### src/rtl/jtag_driver.sv
// jtag_driver: JTAG host that runs whole TAP operations (reset, IR scan,
// DR scan, Run-Test/Idle clocking) as single commands. TCK, TMS and TDI are
// generated from clk; TDO is collected into dout, LSB first.
module jtag_driver #(
    parameter int DIV     = 4,
    parameter int MAX_LEN = 32
) (
    input  logic               clk,
    input  logic               rst_n,
    input  logic               start,
    input  logic [1:0]         cmd,
    input  logic [5:0]         len,
    input  logic [MAX_LEN-1:0] din,
    output logic               busy,
    output logic               done,
    output logic [MAX_LEN-1:0] dout,
    output logic               TCK,
    output logic               TMS,
    output logic               TDI,
    input  logic               TDO
);

    localparam int KW = $clog2(MAX_LEN + 7);
    localparam int DW = (DIV > 1) ? $clog2(DIV) : 1;

    typedef enum logic [1:0] {
        S_IDLE,
        S_LOAD,
        S_RUN,
        S_FIN
    } state_t;

    state_t             state_q;
    logic [1:0]         cmd_q;
    logic [KW-1:0]      len_q;
    logic [KW-1:0]      k_q;
    logic [DW-1:0]      dcnt_q;
    logic [MAX_LEN-1:0] din_q;
    logic [MAX_LEN-1:0] dout_q;
    logic               busy_q;
    logic               done_q;
    logic               tck_q;
    logic               tms_q;
    logic               tdi_q;

    logic [31:0]        len_w;
    logic [31:0]        k_w;
    logic [31:0]        n_w;
    logic               shift_w;
    logic [31:0]        in_len_w;
    logic [31:0]        in_n_w;

    // Requested length limited to the dout width.
    function automatic logic [31:0] clamp_len(input logic [5:0] l);
        if (32'(l) > 32'(MAX_LEN)) return 32'(MAX_LEN);
        return 32'(l);
    endfunction

    // Number of TCK cycles a command takes; zero-length scans do nothing.
    function automatic logic [31:0] num_cycles(input logic [1:0] c, input logic [31:0] l);
        case (c)
            2'b00:   return 32'd6;
            2'b01:   return (l == '0) ? '0 : l + 32'd6;
            2'b10:   return (l == '0) ? '0 : l + 32'd5;
            default: return l;
        endcase
    endfunction

    // TCK cycles spent walking from Idle into the Shift state.
    function automatic logic [31:0] pre_len(input logic [1:0] c);
        case (c)
            2'b01:   return 32'd4;
            2'b10:   return 32'd3;
            default: return 32'd0;
        endcase
    endfunction

    function automatic logic is_shift(input logic [1:0] c, input logic [31:0] l,
                                      input logic [31:0] k);
        logic [31:0] p;
        p = pre_len(c);
        return (c == 2'b01 || c == 2'b10) && (l != '0) && (k >= p) && (k < p + l);
    endfunction

    // TMS for TCK cycle k: entry path, shift (exit on last bit), Update, Idle.
    function automatic logic tms_at(input logic [1:0] c, input logic [31:0] l,
                                    input logic [31:0] k);
        logic [31:0] p;
        p = pre_len(c);
        case (c)
            2'b00: return k < 32'd5;
            2'b01, 2'b10: begin
                if (k < p) return (c == 2'b01) ? (k < 32'd2) : (k == '0);
                if (k < p + l) return k == p + l - 32'd1;
                return k == p + l;
            end
            default: return 1'b0;
        endcase
    endfunction

    function automatic logic tdi_at(input logic [1:0] c, input logic [31:0] l,
                                    input logic [31:0] k, input logic [MAX_LEN-1:0] d);
        logic r;
        r = 1'b0;
        if (is_shift(c, l, k)) begin
            for (int unsigned b = 0; b < MAX_LEN; b++) begin
                if (32'(b) == k - pre_len(c)) r = d[b];
            end
        end
        return r;
    endfunction

    // Decode of the latched command and the incoming request.
    always_comb begin
        len_w    = 32'(len_q);
        k_w      = 32'(k_q);
        n_w      = num_cycles(cmd_q, len_w);
        shift_w  = is_shift(cmd_q, len_w, k_w);
        in_len_w = clamp_len(len);
        in_n_w   = num_cycles(cmd, in_len_w);
    end

    // Command FSM with TCK divider; all TAP pins and status are registered.
    always_ff @(posedge clk) begin
        if (!rst_n) begin
            state_q <= S_IDLE;
            cmd_q   <= '0;
            len_q   <= '0;
            k_q     <= '0;
            dcnt_q  <= '0;
            din_q   <= '0;
            dout_q  <= '0;
            busy_q  <= 1'b0;
            done_q  <= 1'b0;
            tck_q   <= 1'b0;
            tms_q   <= 1'b1;
            tdi_q   <= 1'b0;
        end else begin
            case (state_q)
                // FIN is the done-pulse clk; it accepts a new start like IDLE.
                S_IDLE, S_FIN: begin
                    done_q  <= 1'b0;
                    state_q <= S_IDLE;
                    if (start) begin
                        cmd_q   <= cmd;
                        len_q   <= KW'(in_len_w);
                        din_q   <= din;
                        dout_q  <= '0;
                        busy_q  <= 1'b1;
                        tck_q   <= 1'b0;
                        k_q     <= '0;
                        dcnt_q  <= '0;
                        tms_q   <= (in_n_w == '0) ? 1'b0 : tms_at(cmd, in_len_w, '0);
                        tdi_q   <= 1'b0;
                        state_q <= S_LOAD;
                    end
                end
                // LOAD is also the first low clk of TCK cycle 0.
                S_LOAD, S_RUN: begin
                    if (state_q == S_LOAD && n_w == '0) begin
                        state_q <= S_FIN;
                        busy_q  <= 1'b0;
                        done_q  <= 1'b1;
                        tms_q   <= 1'b0;
                    end else begin
                        state_q <= S_RUN;
                        if (tck_q && dcnt_q == '0 && shift_w) begin
                            for (int unsigned b = 0; b < MAX_LEN; b++) begin
                                if (32'(b) == k_w - pre_len(cmd_q)) dout_q[b] <= TDO;
                            end
                        end
                        if (dcnt_q == DW'(DIV - 1)) begin
                            dcnt_q <= '0;
                            if (!tck_q) begin
                                tck_q <= 1'b1;
                            end else if (k_w == n_w - 32'd1) begin
                                state_q <= S_FIN;
                                busy_q  <= 1'b0;
                                done_q  <= 1'b1;
                                tck_q   <= 1'b0;
                                tms_q   <= 1'b0;
                                tdi_q   <= 1'b0;
                            end else begin
                                k_q   <= k_q + 1'b1;
                                tck_q <= 1'b0;
                                tms_q <= tms_at(cmd_q, len_w, k_w + 32'd1);
                                tdi_q <= tdi_at(cmd_q, len_w, k_w + 32'd1, din_q);
                            end
                        end else begin
                            dcnt_q <= dcnt_q + 1'b1;
                        end
                    end
                end
                default: state_q <= S_IDLE;
            endcase
        end
    end

    assign busy = busy_q;
    assign done = done_q;
    assign dout = dout_q;
    assign TCK  = tck_q;
    assign TMS  = tms_q;
    assign TDI  = tdi_q;

endmodule

### config.mk
export PLATFORM = sky130hd
export DESIGN_NAME = jtag_driver
export DESIGN_NICKNAME = d
export VERILOG_FILES = /design/src/rtl/jtag_driver.sv
export SDC_FILE = /design/constraint.sdc
export NUM_CORES = 1
export LEC_CHECK = 0
export CAP_MARGIN = 20
export CELL_PAD_IN_SITES_DETAIL_PLACEMENT = 0
export CELL_PAD_IN_SITES_GLOBAL_PLACEMENT = 1
export CORE_MARGIN = 2
export CORE_UTILIZATION = 37
export CTS_CLUSTER_DIAMETER = 120
export DETAILED_ROUTE_END_ITERATION = 16
export PLACE_DENSITY_LB_ADDON = 0.1
export SLEW_MARGIN = 20
export SYNTH_ARGS = -nofsm -noshare
export SYNTH_HDL_FRONTEND = slang
export SYNTH_SLANG_ARGS = --single-unit
### constraint.sdc
create_clock -name clk -period 3.2 [get_ports clk]
set_input_delay 0.8 -clock clk [delete_from_list [all_inputs] [get_ports clk]]
set_output_delay 0.8 -clock clk [all_outputs]
set_load 0.02 [all_outputs]
# Word-level counts from Yosys, hierarchy flattened
# Cells that the tools add are included.
# W data, S select, Z words.
# totals
ff_bits	87
in_bits	44
output_inout_bits	37
wordCells	434
# classes
add_sub_neg	15
magnitude_cmp	10
n_eq_ne	114
muxes	183
reduce_logical	69
# ops
op	count
$eq A5 B32 Y1 const A	32
$mux W32	27
$eq A4 B32 Y1 const A	16
$eq A3 B32 Y1 const A	8
$logic_not A32 Y1	8
$reduce_and A4 Y1	34
$mux W1	131
$eq A2 B32 Y1 const A	4
$pmux W32 S3	1
$sub A32 B1 Y32 const B	3
$ne A2 B2 Y1 const B	38
$add A32 B3 Y32 const B	2
$add A32 B6 Y32	2
$eq A1 B32 Y1 const A	2
$eq A32 B32 Y1	2
$lt A1 B32 Y1 const A	2
$pmux W32 S2	1
$add A32 B32 Y32	1
$eq A6 B32 Y1	1
$ge A6 B32 Y1	1
$ge A7 B32 Y1	1
$lt A32 B2 Y1 const B	1
$lt A32 B3 Y1 const B	1
$lt A32 B32 Y1	1
30 further kinds	71

# Longest topological paths before layout
# logic_depth
depth_word	61
mapped_depth	16
mapped_depth_nobuf	16

# Least setup slack after synthesis
# OpenSTA, ideal clock, no wires.
# synth_path
kind	register to register
start	register cmd_q[0]
end	register tdi_q, in the netlist TDI
setup_ns	0.058
t_arrival_ns	3.415
required_ns	3.142
setup_slack_ns	-0.272
path_stages_with_launch	13
synth_period_minus_slack_ns	3.472
path_cell_list	dfxtp_1 -> inv_1 -> ha_1 -> ha_1 -> fa_1 -> maj3_1 -> nand2_1 -> nor3_1 -> ha_1 -> or4b_2 -> or3_1 -> nor4_1 -> a31o_2
# synth_via
elab_chain_cells	49
# synth_rtl
element	line	rtl
from (decl)	34	logic [1:0] cmd_q;
from (signal assigned)	145	cmd_q <= cmd;
$eq A2 B2 Y1 / $eq A2 B1 Y1 (equally long branches)	61, 71, 82	
$pmux W3 S2	71	case (c)
$mux W32	105	if (is_shift(c, l, k)) begin
$mux W32	176	end else if (k_w == n_w - 32'd1) begin
$mux W32	174	if (!tck_q) begin
$mux W32	172	if (dcnt_q == DW'(DIV - 1)) begin
$mux W32	160	if (state_q == S_LOAD && n_w == '0) begin
$mux W32	139	case (state_q)
(+2 left out)	n/a	
$logic_not A32 Y1	107	if (32'(b) == k - pre_len(c)) r = d[b];
$mux W1 (32 in series)	107	
$mux W1	105	
$mux W1	176	
$mux W1	174	
$mux W1	172	
$mux W1	160	
$pmux W1 S2	139	
to (signal assigned)	187	tdi_q <= tdi_at(cmd_q, len_w, k_w + 32'd1, din_q);
to (decl)	44	logic tdi_q;
# Parallel ways exist; a longest one is shown, timed or not. The select of a mux whose other input is x is not followed.
# A chain may end at the register's enable or synchronous reset.

# Worst setup path after layout
# layout_path
start	register cmd_q[0]
end	register dout_q[29], in the netlist dout[29]
# layout_via
elab_chain_cells	10
# layout_rtl
element	line	rtl
parallel branches: the longest is 9 deep, another holds $add A32 B6 Y32	n/a	
$reduce_and A4 Y1 (no line) *	n/a	
to (signal assigned)	132	dout_q <= '0;
to (signal assigned)	148	dout_q <= '0;
to (signal, indexed assignment)	169	if (32'(b) == k_w - pre_len(cmd_q)) dout_q[b] <= TDO;
to (decl)	39	logic [MAX_LEN-1:0] dout_q;
# Mark *: on every way between the ends. The select of a mux whose other input is x is not followed.

==> reports/summary.txt <==
====================================================================================
Die Wd ................................................................     130.9 um
Starting DRT DRC Count ................................................          336
Leading area contributor after synthesis ..............................      dfxtp_1
DRC violations left ...................................................            0
Hold Vio Cnt, Final ...................................................            0
IR drop worst, VDD ....................................................    0.3639 mV
Cell area after placement .............................................     7589 um2
Number of antenna violations at the first check in global routing .....            0
Cts bufs inserted .....................................................            9
Pin count of the biggest net entering global routing ..................           46
Result of the run ..................................................... finished, violations left
Type of destination of the critical path ..............................         flop
Share of power burned in the clock network ............................        19.0%
Vias/cell .............................................................        5.370
Area used by multi-input combinational logic ..........................     4240 um2
Clock transition at path regs .........................................      0.07 ns
Power share of the sequential group ...................................        24.3%
Fin. max-slew vios ....................................................            0
Antenna diodes ........................................................            0
Final worst-path setup slack ..........................................   -0.1732 ns
Total of endpoints with negative setup slack in the final report ......           38
Clock buffer depth ....................................................            2
Core area .............................................................    15830 um2
HPWL Detailed .........................................................     13.74 mm
Number of nets produced by synthesis ..................................          876
Worst Skew ............................................................   0.01197 ns
Share of flip-flops with an asynchronous set or reset after synthesis .           0%
Total detailed-routing wirelength .....................................     18.48 mm
Filler cell count .....................................................         1517
Max frequency .........................................................   0.2965 GHz
Post-layout util ......................................................       53.13%
Row Count .............................................................           46
Seq cells post-synth ..................................................           87
Worst R2R Setup Slack .................................................     -0.17 ns
Starting Density ......................................................       37.63%
H-tree lvl count ......................................................            3
Synth Cell Area .......................................................     5956 um2
Count of nets after finishing .........................................         1022
Internal power contribution ...........................................     3.077 mW
Violated checks ....................................................... setup timing
RSZ-0062 raised after global routing ..................................         true
Grt ovf ...............................................................            0
Most Frequent Cell on Critical Path ...................................       o21a_1
Sequential fraction of the synthesis area .............................       29.24%
Worst Setup Start Kind ................................................         flop
Fraction of the cycle the final worst path needs ......................       105.4%
Area added between synthesis and finish ...............................       41.20%
Total power divided by cell area ...................................... 637.2 nW/um2
WP data arrival .......................................................      3.63 ns
Clock latency at the later pin of the worst-skew pair .................      0.35 ns
Number of synthesis warnings ..........................................            0
Sequence of cells on the critical path ................................ inv_2, ha_4, ha_4, fa_2, inv_2, ha_4, nor2b_4, o21a_1, o21a_1, o21a_1, o21a_1, o21ai_2, and3_4, nand3_4, clkbuf_16, o31ai_1
Count of distinct cell types in the synthesized netlist ...............           66
EDFF count, synth .....................................................            0
Via count .............................................................         6186
Root buf cell .........................................................    clkbuf_16
Standby leakage power .................................................     3.375 nW
Die span in y .........................................................     130.9 um
Design Area, Final ....................................................     8409 um2
# port buffers ........................................................           80
CTS hold repair buffers ...............................................            0
Cell with the biggest individual delay on the critical path ...........         fa_2
Psw ...................................................................     2.282 mW
GRT Overall Usage .....................................................       21.71%
Top cells by area, synth .............................................. dfxtp_1, ha_1, nand2_1
Routed wirelength normalized by instance count ........................     16.04 um
Req. time, crit path ..................................................      3.46 ns
Number of iterations in the first detailed-routing pass ...............            5
Non-filler cells, final ...............................................         1152
Place WS ..............................................................   -0.2511 ns
Worst stage delay on the critical path ................................      0.53 ns
Per-instance average area after synthesis .............................    7.587 um2
Combinational Power Share .............................................        56.6%
First-pass GRT wire length ............................................     29.39 mm
Detail Route Antenna Nets .............................................            0
CTS sink count ........................................................           87
Net Sw Frac ...........................................................       42.58%
Most used flip-flop cell after synthesis ..............................      dfxtp_1
I/O pin count .........................................................           81
Layout cells sized above 1 ............................................       22.97%
TritonCTS clock tree ..................................................         done
Routability-driven placement congestion ratio .........................       0.8547
Class of the most critical setup path .................................   reg -> reg
Max-Cap Viols .........................................................            0
Share of the synthesized area in the top cell type ....................       29.24%
Number of standard cells after synthesis ..............................          785
Slew margin rel. ......................................................       31.80%
CP Max Fanout .........................................................            7
Register cell area after layout .......................................     1749 um2
Worst min-delay path class ............................................   reg -> reg
Area enclosed by the die boundary .....................................    17130 um2
Number of global-route vias before repair .............................         5998
Time the worst path needs with I/O delays and setup ...................     3.373 ns
Count of placed standard cells including taps .........................         1119
Slew of the pin with the lowest slew margin ...........................     1.019 ns
====================================================================================
[Yosys cell counts (4+ instances only)]
master	instances
a211oi_1	5
a21o_1	5
a21oi_1	94
a221o_1	4
a31o_2	5
a31oi_1	8
and2_1	9
and3_1	10
buf_1	11
buf_2	5
clkbuf_1	32
clkbuf_2	4
dfxtp_1	87
ha_1	44
inv_1	36
mux2i_1	6
mux4_2	5
nand2_1	142
nand2b_1	7
nand3_1	20
nand4_1	5
nor2_1	29
nor2b_1	8
nor3_1	10
nor3b_1	4
nor4_1	4
o211ai_1	5
o21a_1	8
o21ai_0	70
o22ai_1	4
o31ai_1	18
xnor2_1	19
xor2_1	12
[final timing paths]
kind,startpoint,depth (start not counted),to
max,cmd_q[0],16,dout[29]
min,din_q[30],2,din_q[30]
max reg2reg,cmd_q[0],16,dout[29]
min reg2reg,din_q[30],2,din_q[30]
[per-stage QoR]
step | power (mW) | setup TNS, ns | hold slack (ns)
after floorplan | 3.133 | 0 | 0.4321
after global placement | 4.020 | -3.631 | 0.4390
after detailed placement | 4.068 | -7.641 | 0.4475
after CTS | 5.220 | -2.456 | 0.4564
after global routing | 5.764 | -9.673 | 0.4742
final | 5.359 | -2.689 | 0.4550
[kinds of logic (layout without fill, tap and decap cells)]
kind of cell               after synthesis  in the layout  synth area share (%)
AOI/OAI and AO/OA                      251            251                 25.88
xor gates and xnor gates                31             31                 4.559
adders and majority gates               49             49                 10.59
buffers and inverters                   91            242                 6.176
DFF                                     87             87                 29.24
muxes                                   11             11                 2.899
and+or+nand+nor                        265            265                 20.65
[layer usage]
layer	routed length, um	vias up	share of wire, %	GRT usage, %
li1	-	3085	-	-
met1	8605	2919	47	29.39
met2	8770	160	47	36.12
met3	846	22	4.6	3.339
met4	256	0	1.4	5.945
met5	0	-	0	0
[cell type report]
class	count	share of cell area, %
clock buffers	10	2.723
flip-flops and latches	87	20.80
well taps	216	3.214
inverters	36	1.637
clock inverters	6	0.6398
multi-input cells	607	50.42
repair buffers	190	20.56
[state kept, by name, summed over array words and instances, names as in the netlist]
| name | flops |
|---|---|
| cmd_q | 2 |
| TCK | 1 |
| TMS | 1 |
| dout | 32 |
| busy | 1 |
| TDI | 1 |
| done | 1 |
| k_q | 6 |
| len_q | 6 |
| din_q | 32 |
| dcnt_q | 2 |
| state_q | 2 |
[cell usage in the layout, fill, tap and decap left out, types with 6 or more instances in the layout]
cell type	netlist	layout
nor2_1	29	25
o21ai_0	70	37
xnor2_1	19	15
o21a_1	8	8
ha_1	44	34
clkbuf_16	0	11
inv_1	36	33
o31ai_1	18	10
nand2b_1	7	7
buf_6	1	8
and3_1	10	7
nor2b_1	8	6
o31ai_2	0	6
nor3_1	10	8
a31oi_1	8	7
nand2_1	142	138
a21oi_1	94	94
clkdlybuf4s50_1	0	80
nand3_1	20	19
buf_4	2	97
o21ai_1	0	21
mux2i_1	6	6
and2_1	9	8
ha_4	0	7
dfxtp_1	87	83
o21ai_2	0	12
xor2_1	12	12
[what timing repair did]
item                       4_1_cts  5_1_grt
gates resized for setup         64       49
pin swaps                       12       14
buffers inserted                 7        7
cloned                           1        3
setup endpoints to repair       43       43
[critical path: cells and delay by family, from the launching register on]
family,cells,cell delay (ns)
buffers and inverters,3,0.32
DFF,1,0.33
and+or+nand+nor,3,0.49
AOI/OAI and AO/OA,6,1.06
adders and majority gates,4,1.10
[power groups by stage]
stage | clock network (mW) | logic (mW) | registers [mW]
2_1_floorplan | 0 | 1.81 | 1.32
3_3_place_gp | 0 | 2.70 | 1.32
3_5_place_dp | 0 | 2.74 | 1.33
4_1_cts | 1.04 | 2.87 | 1.31
5_1_grt | 1.09 | 3.35 | 1.32
6_report | 1.02 | 3.03 | 1.30
Power figures use the tool's default switching activity.
